$ cat config.mk
export PLATFORM = sky130hd
export DESIGN_NAME = muldiv_seq
export DESIGN_NICKNAME = d
export VERILOG_FILES = /design/src/rtl/muldiv_seq.sv
export SDC_FILE = /design/constraint.sdc
export NUM_CORES = 1
export LEC_CHECK = 0
export CORE_MARGIN = 2
export CORE_UTILIZATION = 50
export CTS_CLUSTER_DIAMETER = 30
export DETAILED_ROUTE_END_ITERATION = 7
export DONT_BUFFER_PORTS = 1
export HOLD_SLACK_MARGIN = 0.03
export PLACE_DENSITY = 0.69
export RECOVER_POWER = 50
export SLEW_MARGIN = 15
export SYNTH_ARGS = -nofsm -noshare
export SYNTH_HDL_FRONTEND = slang
export SYNTH_SLANG_ARGS = --single-unit
$ cat constraint.sdc
create_clock -name clk -period 7.29 [get_ports clk]
set_clock_uncertainty 0.15 [all_clocks]
set_input_delay 1.458 -clock clk [delete_from_list [all_inputs] [get_ports clk]]
set_output_delay 1.458 -clock clk [all_outputs]
set_load 0.02 [all_outputs]
$ cat src/rtl/muldiv_seq.sv
// -----------------------------------------------------------------------------
// muldiv_seq
//
// Sequencer that sits between the multicycle control unit and the shared
// multiply / divide functional units. It accepts one MULT or DIV request at a
// time and latches the operands. It then fires a one-cycle start pulse into the
// selected unit and stalls the control unit until that unit reports done.
// Finally it commits the unit's result into the architectural HI/LO pair.
// MTHI/MTLO moves are handled here as well. A DIV with a zero divisor is
// rejected without launching the unit. A unit that never finishes is
// abandoned after TIMEOUT_CYCLES cycles in WAIT.
//
// Optional feature (compile-time macro MULTDIV_PERF_EN):
//   When defined, two performance counters are added:
//     OpCount     - number of committed operations (wraps)
//     StallCycles - number of cycles Busy was high (saturates)
//   When undefined, neither the ports nor the counters exist.
//
// Parameters:
//   TIMEOUT_CYCLES - max cycles spent in WAIT before the op is aborted
//   CNT_W          - width of the WAIT cycle counter (2**CNT_W > TIMEOUT_CYCLES)
//
// Ports:
//   clk          in   system clock, rising edge
//   reset        in   asynchronous active-low reset (0 = reset)
//   Req          in   start request, sampled in IDLE only
//   ReqOp        in   0 = MULT, 1 = DIV
//   RegAOut[31:0] in  operand A / MTHI-MTLO data
//   RegBOut[31:0] in  operand B
//   HIWrite      in   MTHI: HI <= RegAOut (IDLE only)
//   LOWrite      in   MTLO: LO <= RegAOut (IDLE only)
//   OpA[31:0]    out  latched operand A to the units
//   OpB[31:0]    out  latched operand B to the units
//   MultCtrl     out  multiplier start pulse
//   MultDone     in   multiplier finished
//   MultHI/LO    in   multiplier result high / low word
//   DivCtrl      out  divider start pulse
//   DivDone      in   divider finished
//   DivHI/LO     in   divider remainder / quotient
//   Busy         out  stall to the control unit
//   OpDone       out  one-cycle pulse, result committed
//   DivZero      out  one-cycle pulse, DIV by zero rejected
//   Timeout      out  one-cycle pulse, unit hung, op aborted
//   HI[31:0]     out  architectural HI
//   LO[31:0]     out  architectural LO
//   OpCount[15:0]     out  (MULTDIV_PERF_EN only) committed-op counter
//   StallCycles[31:0] out  (MULTDIV_PERF_EN only) busy-cycle counter
// -----------------------------------------------------------------------------
module muldiv_seq #(
    parameter int TIMEOUT_CYCLES = 48,
    parameter int CNT_W          = 6
) (
    input  logic        clk,
    input  logic        reset,
    input  logic        Req,
    input  logic        ReqOp,
    input  logic [31:0] RegAOut,
    input  logic [31:0] RegBOut,
    input  logic        HIWrite,
    input  logic        LOWrite,
    output logic [31:0] OpA,
    output logic [31:0] OpB,
    output logic        MultCtrl,
    input  logic        MultDone,
    input  logic [31:0] MultHI,
    input  logic [31:0] MultLO,
    output logic        DivCtrl,
    input  logic        DivDone,
    input  logic [31:0] DivHI,
    input  logic [31:0] DivLO,
    output logic        Busy,
    output logic        OpDone,
    output logic        DivZero,
    output logic        Timeout,
    output logic [31:0] HI,
    output logic [31:0] LO
`ifdef MULTDIV_PERF_EN
    ,
    output logic [15:0] OpCount,
    output logic [31:0] StallCycles
`endif
);

    localparam int DATA_W = 32;

    typedef enum logic [1:0] {
        S_IDLE   = 2'd0,
        S_LAUNCH = 2'd1,
        S_WAIT   = 2'd2,
        S_COMMIT = 2'd3
    } state_t;

    state_t              state;
    state_t              state_nx;

    // Latched operation: 0 = MULT, 1 = DIV.
    logic                op_div;
    logic [CNT_W-1:0]    wait_cnt;

    // Result captured on the Done edge, written to HI/LO one cycle later.
    logic [DATA_W-1:0]   cap_hi;
    logic [DATA_W-1:0]   cap_lo;

    // Registered one-cycle status pulses.
    logic                div_zero_q;
    logic                timeout_q;

    // Decoded control from the next-state logic.
    logic                accept;
    logic                div_zero_hit;
    logic                timeout_hit;
    logic                capture;
    logic                sel_done;
    logic                cnt_last;

    // -------------------------------------------------------------------------
    // Next-state and output decode
    // -------------------------------------------------------------------------
    always_comb begin
        state_nx     = state;
        accept       = 1'b0;
        div_zero_hit = 1'b0;
        timeout_hit  = 1'b0;
        capture      = 1'b0;
        sel_done     = op_div ? DivDone : MultDone;
        // The counter is zero in the first WAIT cycle, so the value
        // TIMEOUT_CYCLES-1 marks the last cycle the unit is allowed.
        cnt_last     = (wait_cnt == CNT_W'(TIMEOUT_CYCLES - 1));

        Busy     = (state != S_IDLE);
        MultCtrl = (state == S_LAUNCH) && !op_div;
        DivCtrl  = (state == S_LAUNCH) &&  op_div;
        OpDone   = (state == S_COMMIT);
        DivZero  = div_zero_q;
        Timeout  = timeout_q;

        case (state)
            S_IDLE: begin
                if (Req) begin
                    // A zero divisor is rejected up front; the divider is
                    // never started and the control unit is never stalled.
                    if (ReqOp && (RegBOut == '0)) begin
                        div_zero_hit = 1'b1;
                    end else begin
                        accept   = 1'b1;
                        state_nx = S_LAUNCH;
                    end
                end
            end
            S_LAUNCH: begin
                state_nx = S_WAIT;
            end
            S_WAIT: begin
                // Done from the unit that was not launched is ignored.
                // A Done in the last allowed cycle still wins over the abort.
                if (sel_done) begin
                    capture  = 1'b1;
                    state_nx = S_COMMIT;
                end else if (cnt_last) begin
                    timeout_hit = 1'b1;
                    state_nx    = S_IDLE;
                end
            end
            S_COMMIT: begin
                state_nx = S_IDLE;
            end
            default: begin
                state_nx = S_IDLE;
            end
        endcase
    end

    // -------------------------------------------------------------------------
    // State register, operand latch, wait counter, status pulses
    // -------------------------------------------------------------------------
    always_ff @(posedge clk or negedge reset) begin
        if (!reset) begin
            state      <= S_IDLE;
            op_div     <= 1'b0;
            OpA        <= '0;
            OpB        <= '0;
            wait_cnt   <= '0;
            div_zero_q <= 1'b0;
            timeout_q  <= 1'b0;
        end else begin
            state      <= state_nx;
            div_zero_q <= div_zero_hit;
            timeout_q  <= timeout_hit;

            // OpA/OpB keep the last accepted operands until the next request.
            if (accept) begin
                OpA    <= RegAOut;
                OpB    <= RegBOut;
                op_div <= ReqOp;
            end

            if (state == S_LAUNCH) begin
                wait_cnt <= '0;
            end else if (state == S_WAIT) begin
                wait_cnt <= wait_cnt + 1'b1;
            end
        end
    end

    // -------------------------------------------------------------------------
    // Result capture (data only; its contents matter only after a Done)
    // -------------------------------------------------------------------------
    always_ff @(posedge clk) begin
        if (capture) begin
            cap_hi <= op_div ? DivHI : MultHI;
            cap_lo <= op_div ? DivLO : MultLO;
        end
    end

    // -------------------------------------------------------------------------
    // Architectural HI/LO
    // -------------------------------------------------------------------------
    // Moves are honoured only in IDLE. A move issued together with an accepted
    // request lands now and is overwritten when the operation commits.
    always_ff @(posedge clk or negedge reset) begin
        if (!reset) begin
            HI <= '0;
            LO <= '0;
        end else if (state == S_COMMIT) begin
            HI <= cap_hi;
            LO <= cap_lo;
        end else if (state == S_IDLE) begin
            if (HIWrite) begin
                HI <= RegAOut;
            end
            if (LOWrite) begin
                LO <= RegAOut;
            end
        end
    end

`ifdef MULTDIV_PERF_EN
    function automatic logic [31:0] sat_inc32(input logic [31:0] v);
        return (v == 32'hFFFF_FFFF) ? v : v + 32'd1;
    endfunction

    // -------------------------------------------------------------------------
    // Performance counters
    // -------------------------------------------------------------------------
    always_ff @(posedge clk or negedge reset) begin
        if (!reset) begin
            OpCount     <= '0;
            StallCycles <= '0;
        end else begin
            if (OpDone) begin
                OpCount <= OpCount + 16'd1;
            end
            if (Busy) begin
                StallCycles <= sat_inc32(StallCycles);
            end
        end
    end
`endif

endmodule

==> summary.txt, run 1 <==
Timing
  • Final period util: 70.34%
  • Slew Viols, Final: 229
  • Endpoints failing setup: 0
  • Final Hold Viols: 0
  • Final setup TNS: 0 ns
  • Fmax: 195.0 MHz
  • Final min period: 5.128 ns
  • Rel. slew slack: -202.1%
  • PnR worst setup slack: between 2 and 2.5 ns
  • Worst Tran Pin Value: 4.531 ns
  • RSZ-0062 raised after global routing: no

Critical path
  • Crit end category: register
  • Crit Path Class: register to register
  • Worst endpoint required time: about 7.5 ns
  • Crit path DAT: between 5 and 6 ns
  • CP Launch Type: register
  • CP Max Fanout: 97

Status
  • Failing checks: capacitance limit, slew limit
  • Status: finished, violations left

Detailed routing
  • DR vias: 5,339
  • Final ANT Viol Nets: 0
  • Detailed Route WL: between 20 and 25 mm
  • 1st-pass router iterations: 4
  • DR vias/cell: around 5.7
  • Wire per inst: ~23 um
  • Initial DRC Count: between 150 and 200
  • DRC viols: 0

Die
  • # rows: 48
  • I/O pin total: 334
  • Core area: 17,300 um2
  • Die outline width: 136.8 um
  • Height of the die: 136.8 um
  • Starting Density: 50.97%
  • Die area: around 19,000 um2

Run
  • Max_cap viols: 3

Placement
  • Place WS: roughly 2.8 ns
  • Cells after DPL: 853
  • RD Place Congestion: 0.8280
  • Port buffer count: 0
  • Post-DP HPWL: roughly 14 mm

Yosys
  • Post-synth EDFFs: 64
  • Ys flop type: dfrtp_1
  • Post-synth ARST share: 68.47%
  • Synth area leaders: dfrtp_1, edfxtp_1, mux2_2
  • Sequential area share after synthesis: slightly above 60%
  • Synth warnings: 0
  • Unique cell type count in the Yosys netlist: 33
  • Synthesized Nets: 868
  • Cell taking the most area after synthesis: dfrtp_1
  • Syn_area_per_cell: 13.32 um2
  • Synth top area share: 39.46%
  • Mapped cell area: 8816 um2
  • Flop and latch count out of synthesis: 203
  • Cells after synthesis: 662

Clock tree
  • Post_cts resized: 0
  • Clk sinks: between 200 and 250
  • Setup Buffers After CTS: 0
  • Clock Path Buffers: 3
  • Worst-Skew Late Latency: 0.50 ns
  • Root buf cell: clkbuf_16
  • TritonCTS Buffers: 41
  • CTS H-tree depth: 2
  • Cts hold-fix bufs: 0
  • CTS tree: yes
  • CTS clk-pin slew, worst paths: 0.05 ns

Final layout
  • Final non-filler cell total: 929
  • # fillers: 1,330
  • ANT cells: 0
  • Nets: about 880
  • Share of cells above drive strength 1: 27.98%
  • Sequential cell area: 5400 um2
  • Most common cell after layout, fill and taps aside: dfrtp_1
  • Commonest non-fill, non-tap cells in the layout: dfrtp_1, mux2_2, nand2_1, a21oi_1, o21ai_0
  • Combined area of the multi-input logic cells: 3168 um2
  • Area Growth Syn to Fin: 17.75%

Pwr
  • Sequential Power Share: 42.4%
  • Clock power share: 33.9%
  • Leakage Power: roughly 4.4 nW
  • Comb pwr share: 23.7%
  • Internal: roughly 3.7 mW
  • Worst vdd ir: between 0.0003 and 0.0004 V
  • Net Sw Frac: 35.82%
  • Power per cell area: ~560 nW/um2
  • P_sw: 2.066 mW

Worst hold path
  • HP Class: register to register

GRT
  • Vias in the first global route: roughly 5,600
  • GRT Total Usage: 21.78%
  • GRT overflow: 0
  • Initial antenna violation count: 0
  • First-pass GRT wire length: roughly 31 mm
  • Largest net degree at the start of global routing: 140
[critical path: stages, from the launching register on]
cell,delay [ns]
dfrtp_1,0.39
ha_1,0.42
clkbuf_1,3.18
nor2b_1,0.41
a21oi_1,0.30
o21ai_0,0.13
[power by group through the flow]
stage / clock network [mW] / registers (mW) / logic (mW)
3_5_place_dp: 0 / 2.45 / 1.35
4_1_cts: 1.97 / 2.45 / 1.36
2_1_floorplan: 0 / 2.32 / 1.13
5_1_grt: 2.03 / 2.50 / 1.51
3_3_place_gp: 0 / 2.44 / 1.28
6_report: 1.95 / 2.45 / 1.37
[cell usage after synthesis (all sizes together), types with 3 or more instances]
| cell | instances |
|---|---|
| a21oi | 68 |
| and2 | 3 |
| buf | 7 |
| clkbuf | 32 |
| dfrtp | 139 |
| edfxtp | 64 |
| ha | 6 |
| inv | 8 |
| mux2 | 130 |
| mux2i | 3 |
| nand2 | 68 |
| nand3 | 4 |
| nand4 | 3 |
| nor2 | 6 |
| nor2b | 33 |
| nor4 | 7 |
| o21ai | 65 |
| o22ai | 3 |
[final timing paths]
| path | cells after the start | slack, ns | end | startpoint |
|---|---|---|---|---|
| worst max-delay path | 5 | 2.16 | HI[6]$_DFFE_PN0P_ | state[1]$_DFFE_PN0P_ |
| worst min-delay path | 1 | 0.35 | wait_cnt[0]$_DFFE_PN0P_ | wait_cnt[0]$_DFFE_PN0P_ |
| worst max register to register | 5 | 2.16 | HI[6]$_DFFE_PN0P_ | state[1]$_DFFE_PN0P_ |
| worst min register to register | 1 | 0.35 | wait_cnt[0]$_DFFE_PN0P_ | wait_cnt[0]$_DFFE_PN0P_ |
| max in group asynchronous | 0 | 6.31 | LO[9]$_DFFE_PN0P_ | reset |
| min in group asynchronous | 0 | 0.50 | HI[25]$_DFFE_PN0P_ | reset |
[metrics by stage]
step | utilization, % | total power [mW] | area (um2) | hold WS, ns
3_3_place_gp | 51.65 | 3.725 | 8934 | 0.3408
3_5_place_dp | 51.65 | 3.805 | 8934 | 0.3538
5_1_grt | 60.02 | 6.040 | 10380 | 0.4002
2_1_floorplan | - | 3.448 | 8816 | 0.3283
6_report | 60.02 | 5.767 | 10380 | 0.3539
4_1_cts | 60.16 | 5.781 | 10410 | 0.3596
[state kept, by name, summed over array words and instances, names as in the netlist]
name and cells:
cap_lo 32, DivZero 1, op_div 1, OpA 32, wait_cnt 6, Timeout 1, OpB 32, cap_hi 32
LO 32, state 2, HI 32
[metal layers]
layer  GRT usage (%)  routed length [um]  vias up
met5               0                   0        -
met4           6.701                 384        0
met3           7.593                1848       35
met2           38.44               10920      255
met1           24.85                7832     2660
li1                -                   -     2389
[logic make-up (layout without fill, tap and decap cells)]
family | count (synthesis) | after routing | share of synthesized area [%]
AND/OR/NAND/NOR | 130 | 130 | 7.238
flip-flops | 203 | 203 | 61.25
buffers and inverters | 47 | 89 | 3.151
AO/OA/AOI/OAI | 141 | 141 | 8.232
XOR/XNOR | 2 | 2 | 0.1987
adder cells (fa/ha/maj) | 6 | 6 | 0.8515
multiplexers | 133 | 133 | 19.07
[cell type report]
cell class                      instances  area share, %
Timing Repair Buffer                    5         0.2893
Clock inverter                         20          2.664
Multi-Input combinational cell        412          30.52
Tap cell                              225          2.712
Clock buffer                           56          11.51
Inverter                                8         0.2893
Sequential cell                       203          52.02
No activity file was read; power rests on OpenSTA's default activity.
==> run 2: changes to the inputs <==
--- a/config.mk
+++ b/config.mk
@@ -11,7 +11,7 @@
 export DETAILED_ROUTE_END_ITERATION = 7
 export DONT_BUFFER_PORTS = 1
 export HOLD_SLACK_MARGIN = 0.03
-export PLACE_DENSITY = 0.69
+export PLACE_DENSITY = 0.72
 export RECOVER_POWER = 50
 export SLEW_MARGIN = 15
 export SYNTH_ARGS = -nofsm -noshare
==> constraint.sdc (replaced) <==
create_clock -name clk -period 4.5 [get_ports clk]
set_clock_uncertainty 0.15 [all_clocks]
set_input_delay 0.9 -clock clk [delete_from_list [all_inputs] [get_ports clk]]
set_output_delay 0.9 -clock clk [all_outputs]
set_load 0.02 [all_outputs]
==> summary.txt, run 2 (synthesis gave the netlist of run 1 again) <==
Status
  • Status: finished, violations left
  • Failing checks: capacitance limit, slew limit

Critical path
  • Worst endpoint required time: 3.45 ns (-4.03 ns)
  • WP buf/inv: 1 (unchanged)
  • CP Cell Sequence: clkbuf_2 -> and2_1
  • Crit path DAT: 2.58 ns (-2.74 ns)
  • CP Launch Type: register
  • Cell family with most CP delay: buffers and inverters
  • CP Max Fanout: 68 (-30%)
  • Critical path's largest stage delay: 1.26 ns (-1.92 ns)
  • Crit Path Class: register to output pin
  • Crit end category: output pin
  • Crit path max-delay cell type: clkbuf_2

Pwr
  • Clock power share: 32.4% (-1.5 points)
  • Net Sw Frac: 36.98% (+1.2 points)
  • Power per cell area: 882.5 nW/um2 (+59%)
  • Leakage Power: 4.347 nW (-0.49%)
  • Internal: 5.763 mW (+56%)
  • Worst vdd ir: 0.0007235 V (+130%)
  • Sequential Power Share: 43.1% (+0.7 points)
  • P_sw: 3.382 mW (+64%)
  • Comb pwr share: 24.5% (+0.8 points)

Clock tree
  • TritonCTS Buffers: 41 (unchanged)
  • Worst-Skew Late Latency: 0.51 ns (about the same)
  • Clock Path Buffers: 3 (unchanged)
  • CTS clk-pin slew, worst paths: 0.05 ns (about the same)
  • Clk sinks: 203 (unchanged)
  • Root buf cell: clkbuf_16
  • CTS tree: yes
  • CTS H-tree depth: 2 (unchanged)

GRT
  • GRT Total Usage: 22.18% (+0.40 points)
  • First-pass GRT wire length: 31.36 mm (+1.2%)
  • Initial antenna violation count: 0 (unchanged)
  • Largest net degree at the start of global routing: 140 (unchanged)
  • GRT overflow: 0 (unchanged)
  • Vias in the first global route: 5,727 (+1.7%)

Die
  • Core area: 17,300 um2 (unchanged)
  • I/O pin total: 334 (unchanged)
  • Height of the die: 136.8 um (unchanged)
  • # rows: 48 (unchanged)
  • Die outline width: 136.8 um (unchanged)
  • Starting Density: 50.97% (unchanged)
  • Die area: 18,710 um2 (unchanged)

Timing
  • Slew Viols, Final: 69 (-70%)
  • RSZ-0062 raised after global routing: no
  • PnR worst setup slack: 0.8714 ns (-1.291 ns)
  • Final period util: 80.64%
  • Worst Tran Pin Value: 1.745 ns (-2.786 ns)
  • Fmax: between 200 and 300 MHz
  • Final min period: 3.629 ns
  • Endpoints failing setup: 0 (unchanged)
  • Rel. slew slack: -16.36% (+190 points)
  • Final Hold Viols: 0 (unchanged)
  • Final setup TNS: 0 ns (unchanged)

Final layout
  • Nets: 879 (+0.23%)
  • Finished Cell Area: 10,360 um2 (-0.18%)
  • Share of cells above drive strength 1: 29.18% (+1.2 points)
  • Commonest non-fill, non-tap cells in the layout: dfrtp_1, mux2_2, nand2_1, a21oi_1, o21ai_0
  • Area Growth Syn to Fin: 17.54%
  • Most common cell after layout, fill and taps aside: dfrtp_1
  • Combined area of the multi-input logic cells: 3183 um2 (+0.47%)
  • Sequential cell area: 5401 um2 (about the same)
  • # fillers: 1,314 (-1.2%)
  • ANT cells: 0 (unchanged)
  • Final non-filler cell total: 931 (+0.22%)

Placement
  • Post-DP HPWL: 14.13 mm (+2.1%)
  • Place WS: 0.8828 ns (-1.934 ns)
  • Port buffer count: 0 (unchanged)
  • Placed cell area: 8954 um2 (+0.22%)
  • Cells after DPL: 854 (+0.12%)
  • RD Place Congestion: 0.8424 (+1.7%)

Detailed routing
  • Uppermost layer routed: met4
  • Met3 wire length: 1.779 mm (-3.7%)
  • 1st-pass router iterations: 5 (+1)
  • DR vias/cell: 5.683 (-1.1%)
  • Detailed Route WL: 21.28 mm (+1.4%)
  • DRC viols: 0 (unchanged)
  • Wire length on met1: 7.982 mm (+1.9%)
  • Final ANT Viol Nets: 0 (unchanged)
  • Wire per inst: 22.86 um (+1.2%)
  • Routed wl met2: 11.01 mm (+0.83%)
  • Initial DRC Count: 150 (-20%)
  • DR vias: 5,291 (-0.90%)

Worst hold path
  • HP Class: primary input to asynchronous set/reset pin

Run
  • Max_cap viols: 1 (-2)
## run 2: metal layers
metal  GRT usage (%)  vias up
li1                -     2403
met1           25.02     2592
met2           38.89      253
met3           7.185       43
met4           8.877        0
met5               0        -
## run 2: power groups by stage
stage	combinational, mW	sequential (mW)	clock (mW)
4_1_cts	2.25	3.96	3.01
6_report	2.24	3.94	2.97
5_1_grt	2.47	4.03	3.12
3_3_place_gp	2.07	3.94	0
3_5_place_dp	2.20	3.97	0
2_1_floorplan	1.83	3.76	0
## run 2: final cells by class
class	count	share of cell area, %
Tap cell	225	2.717
Sequential cell	203	52.13
Multi-Input combinational cell	412	30.72
Inverter	8	0.2898
Timing Repair Buffer	7	0.7969
Clock buffer	56	11.34
Clock inverter	20	2.016
## run 2: worst paths after layout
kind                                      endpoint                     from  depth (start not counted)  slack (ns)
max                                        DivCtrl       op_div$_DFFE_PN0P_                          2        0.87
min                             LO[31]$_DFFE_PN0P_                    reset                          1        0.25
max reg2reg                   state[0]$_DFFE_PN0P_       op_div$_DFFE_PN0P_                          5        1.62
min reg2reg                wait_cnt[0]$_DFFE_PN0P_  wait_cnt[0]$_DFFE_PN0P_                          1        0.36
max in group asynchronous       op_div$_DFFE_PN0P_                    reset                          1        3.43
min in group clk           wait_cnt[0]$_DFFE_PN0P_  wait_cnt[0]$_DFFE_PN0P_                          1        0.36
## run 2: stage by stage
step           total power, mW  hold WS (ns)  utilization (%)
3_3_place_gp             6.018        0.3396            51.77
6_report                 9.144        0.2474            59.91
4_1_cts                  9.214        0.2788            59.92
5_1_grt                  9.610        0.2938            59.91
2_1_floorplan            5.587        0.3283                -
3_5_place_dp             6.166        0.3694            51.77
## run 2: repair_timing
| item | in CTS | in global routing |
|---|---|---|
| endpoints found under the hold margin | 139 | 0 |
| buffers inserted | 0 | 0 |
| hold buffers | 1 | 0 |
| gates resized for setup | 0 | 0 |
| setup endpoints to repair | 0 | 0 |
==> run 3: changes to the inputs <==
==> constraint.sdc (replaced) <==
create_clock -name clk -period 2.97 [get_ports clk]
set_clock_uncertainty 0.15 [all_clocks]
set_input_delay 0.594 -clock clk [delete_from_list [all_inputs] [get_ports clk]]
set_output_delay 0.594 -clock clk [all_outputs]
set_load 0.02 [all_outputs]
==> summary.txt, run 3 (synthesis gave the netlist of run 1 again) <==
Clock tree
  • Post_cts resized: 0 (unchanged)
  • Worst-Skew Late Latency: 0.51 ns (about the same)
  • CTS clk-pin slew, worst paths: 0.05 ns (about the same)
  • Clock Path Buffers: 3 (unchanged)
  • CTS tree: yes
  • TritonCTS Buffers: 43 (+4.9%)
  • Root buf cell: clkbuf_16
  • CTS H-tree depth: 2 (unchanged)
  • Clk sinks: 203 (unchanged)

Critical path
  • Crit end category: output pin
  • Worst endpoint required time: 2.23 ns (-1.22 ns)
  • Crit Path Class: register to output pin
  • Crit path DAT: 1.82 ns (-0.76 ns)
  • R2R Path End: LO[26]$_DFFE_PN0P_
  • CP Cell Sequence: inv_1 -> ha_1 -> nor2b_1
  • R2r startpoint: state[0]$_DFFE_PN0P_
  • CP Max Fanout: 7 (-90%)
  • WP buf/inv: 1 (unchanged)
  • Path depth of the worst reg2reg path: 6 (+1)
  • Critical path's largest stage delay: 0.43 ns (-0.83 ns)
  • Cell family with most CP delay: flip-flops
  • R2r setup slk: 0.64 ns (-0.98 ns)
  • CP Launch Type: register
  • Crit path max-delay cell type: dfrtp_1

Detailed routing
  • Detailed Route WL: 20.89 mm (-1.8%)
  • Wire per inst: 22.22 um (-2.8%)
  • Final ANT Viol Nets: 0 (unchanged)
  • DRC viols: 0 (unchanged)
  • Initial DRC Count: 218 (+45%)
  • DR vias: 5,348 (+1.1%)
  • 1st-pass router iterations: 5 (unchanged)
  • DR vias/cell: 5.689 (+0.11%)

GRT
  • GR Util met2: 37.22% (-1.7 points)
  • First-pass GRT wire length: 31.03 mm (-1.1%)
  • Largest net degree at the start of global routing: 140 (unchanged)
  • Grt peak-use layer: met2
  • GRT overflow: 0 (unchanged)
  • Initial antenna violation count: 0 (unchanged)
  • GRT Total Usage: 21.74% (-0.44 points)
  • Routing usage on met3: 7.741% (+0.56 points)
  • Vias in the first global route: 5,623 (-1.8%)
  • Met1 Use GR: 25.45% (+0.43 points)

Die
  • # rows: 48 (unchanged)
  • I/O pin total: 334 (unchanged)
  • Die outline width: 136.8 um (unchanged)
  • Core area: 17,300 um2 (unchanged)
  • Height of the die: 136.8 um (unchanged)
  • Die area: 18,710 um2 (unchanged)
  • Starting Density: 50.97% (unchanged)

Run
  • Max_cap viols: 0 (-1)

Pwr
  • Worst vdd ir: 0.0007762 V (+7.3%)
  • Leakage Power: 4.439 nW (+2.1%)
  • Power per cell area: 1357 nW/um2 (+54%)

Timing
  • WHS: -0.3699 ns (-0.6173 ns)
  • Slew Viols, Final: 0 (-100%)
  • Worst Tran Pin Value: 1.057 ns (-0.6884 ns)
  • Rel. slew slack: 29.53% (+46 points)
  • Endpoints failing setup: 0 (unchanged)
  • Final min period: about 2.6 ns
  • Fmax: 390.0 MHz
  • RSZ-0062 raised after global routing: no
  • Final setup TNS: 0 ns (unchanged)
  • Final Hold Viols: 139 (+139)
  • Final period util: 86.32%

Final layout
  • Most common cell after layout, fill and taps aside: dfrtp_1
  • ANT cells: 0 (unchanged)
  • Nets: 886 (+0.80%)
  • Finished Cell Area: 10,560 um2 (+1.9%)
  • Commonest non-fill, non-tap cells in the layout: dfrtp_1, mux2_2, nand2_1, a21oi_1, o21ai_0
  • Area Growth Syn to Fin: 19.83%
  • # fillers: 1,282 (-2.4%)
  • Share of cells above drive strength 1: 31.19% (+2.0 points)

Placement
  • RD Place Congestion: 0.7902 (-6.2%)
  • Placed cell area: 9024 um2 (+0.78%)
  • Post-DP HPWL: 14.32 mm (+1.4%)
  • Port buffer count: 0 (unchanged)

Status
  • Failing checks: hold timing
  • Status: finished, violations left

Worst hold path
  • HP Class: primary input to asynchronous set/reset pin
==> run 3: changes by cell type in the layout (fill, tap and decap cells not counted), sizes merged <==
cell | previous run | this run
clkbuf | 57 | 50
buf | 6 | 11
inv | 12 | 15
bufinv | 3 | 7
clkinvlp | 4 | 8
==> run 3: routing by layer <==
layer	wire, um	part of all wire [%]
met2	10580	51
met5	0	0
met4	449	2.1
met3	1978	9.5
met1	7885	38
==> run 3: worst max path at each step <==
stage                                     from             endpoint  slack [ns]  depth (start not counted)
final                     state[1]$_DFFE_PN0P_             MultCtrl        0.41                          3
after global routing      state[1]$_DFFE_PN0P_             MultCtrl        0.27                          3
after CTS                 state[1]$_DFFE_PN0P_             MultCtrl        0.39                          3
after detailed placement            RegBOut[1]  OpA[19]$_DFFE_PN0P_        0.15                          6
after global placement              RegBOut[3]  OpA[15]$_DFFE_PN0P_        0.22                          6
after floorplan                        DivDone  cap_hi[0]$_DFFE_PP_        0.13                          2
==> run 3: area by class of cell <==
type | count | area [um2] | share of cell area, %
flip-flops and latches | 203 | 5401 | 51.13
repair buffers | 12 | 125.1 | 1.184
inverters | 8 | 30.03 | 0.2843
clock inverters | 31 | 391.6 | 3.707
clock buffers | 49 | 1151 | 10.90
multi-input cells | 412 | 3183 | 30.13
well taps | 225 | 281.5 | 2.665
==> run 3: timing repair <==
item | in CTS | in global routing
setup buffers | 0 | 0
hold endpoints to repair | 139 | 139
setup endpoints to repair | 0 | 0
==> run 3: power by group <==
group / total (mW) / leakage (nW) / internal, mW / switching [mW]
Combinational: 3.35 / 1.44 / 1.63 / 1.72
Sequential: 5.97 / 2.27 / 4.09 / 1.88
Clock: 5.01 / 0.733 / 3.42 / 1.59
==> run 3: per-stage QoR <==
stage          hold WS [ns]  setup WS [ns]  total power [mW]  std cells  util, %
2_1_floorplan        0.1484         0.1303             8.464        662        -
3_3_place_gp         0.1511         0.2171             9.164        860    52.17
3_5_place_dp         0.1508         0.1460             9.362        860    52.17
4_1_cts             -0.3967         0.3897             14.44        940    61.09
5_1_grt             -0.4044         0.2665             15.03        940    61.07
6_report            -0.3699         0.4062             14.33        940    61.07
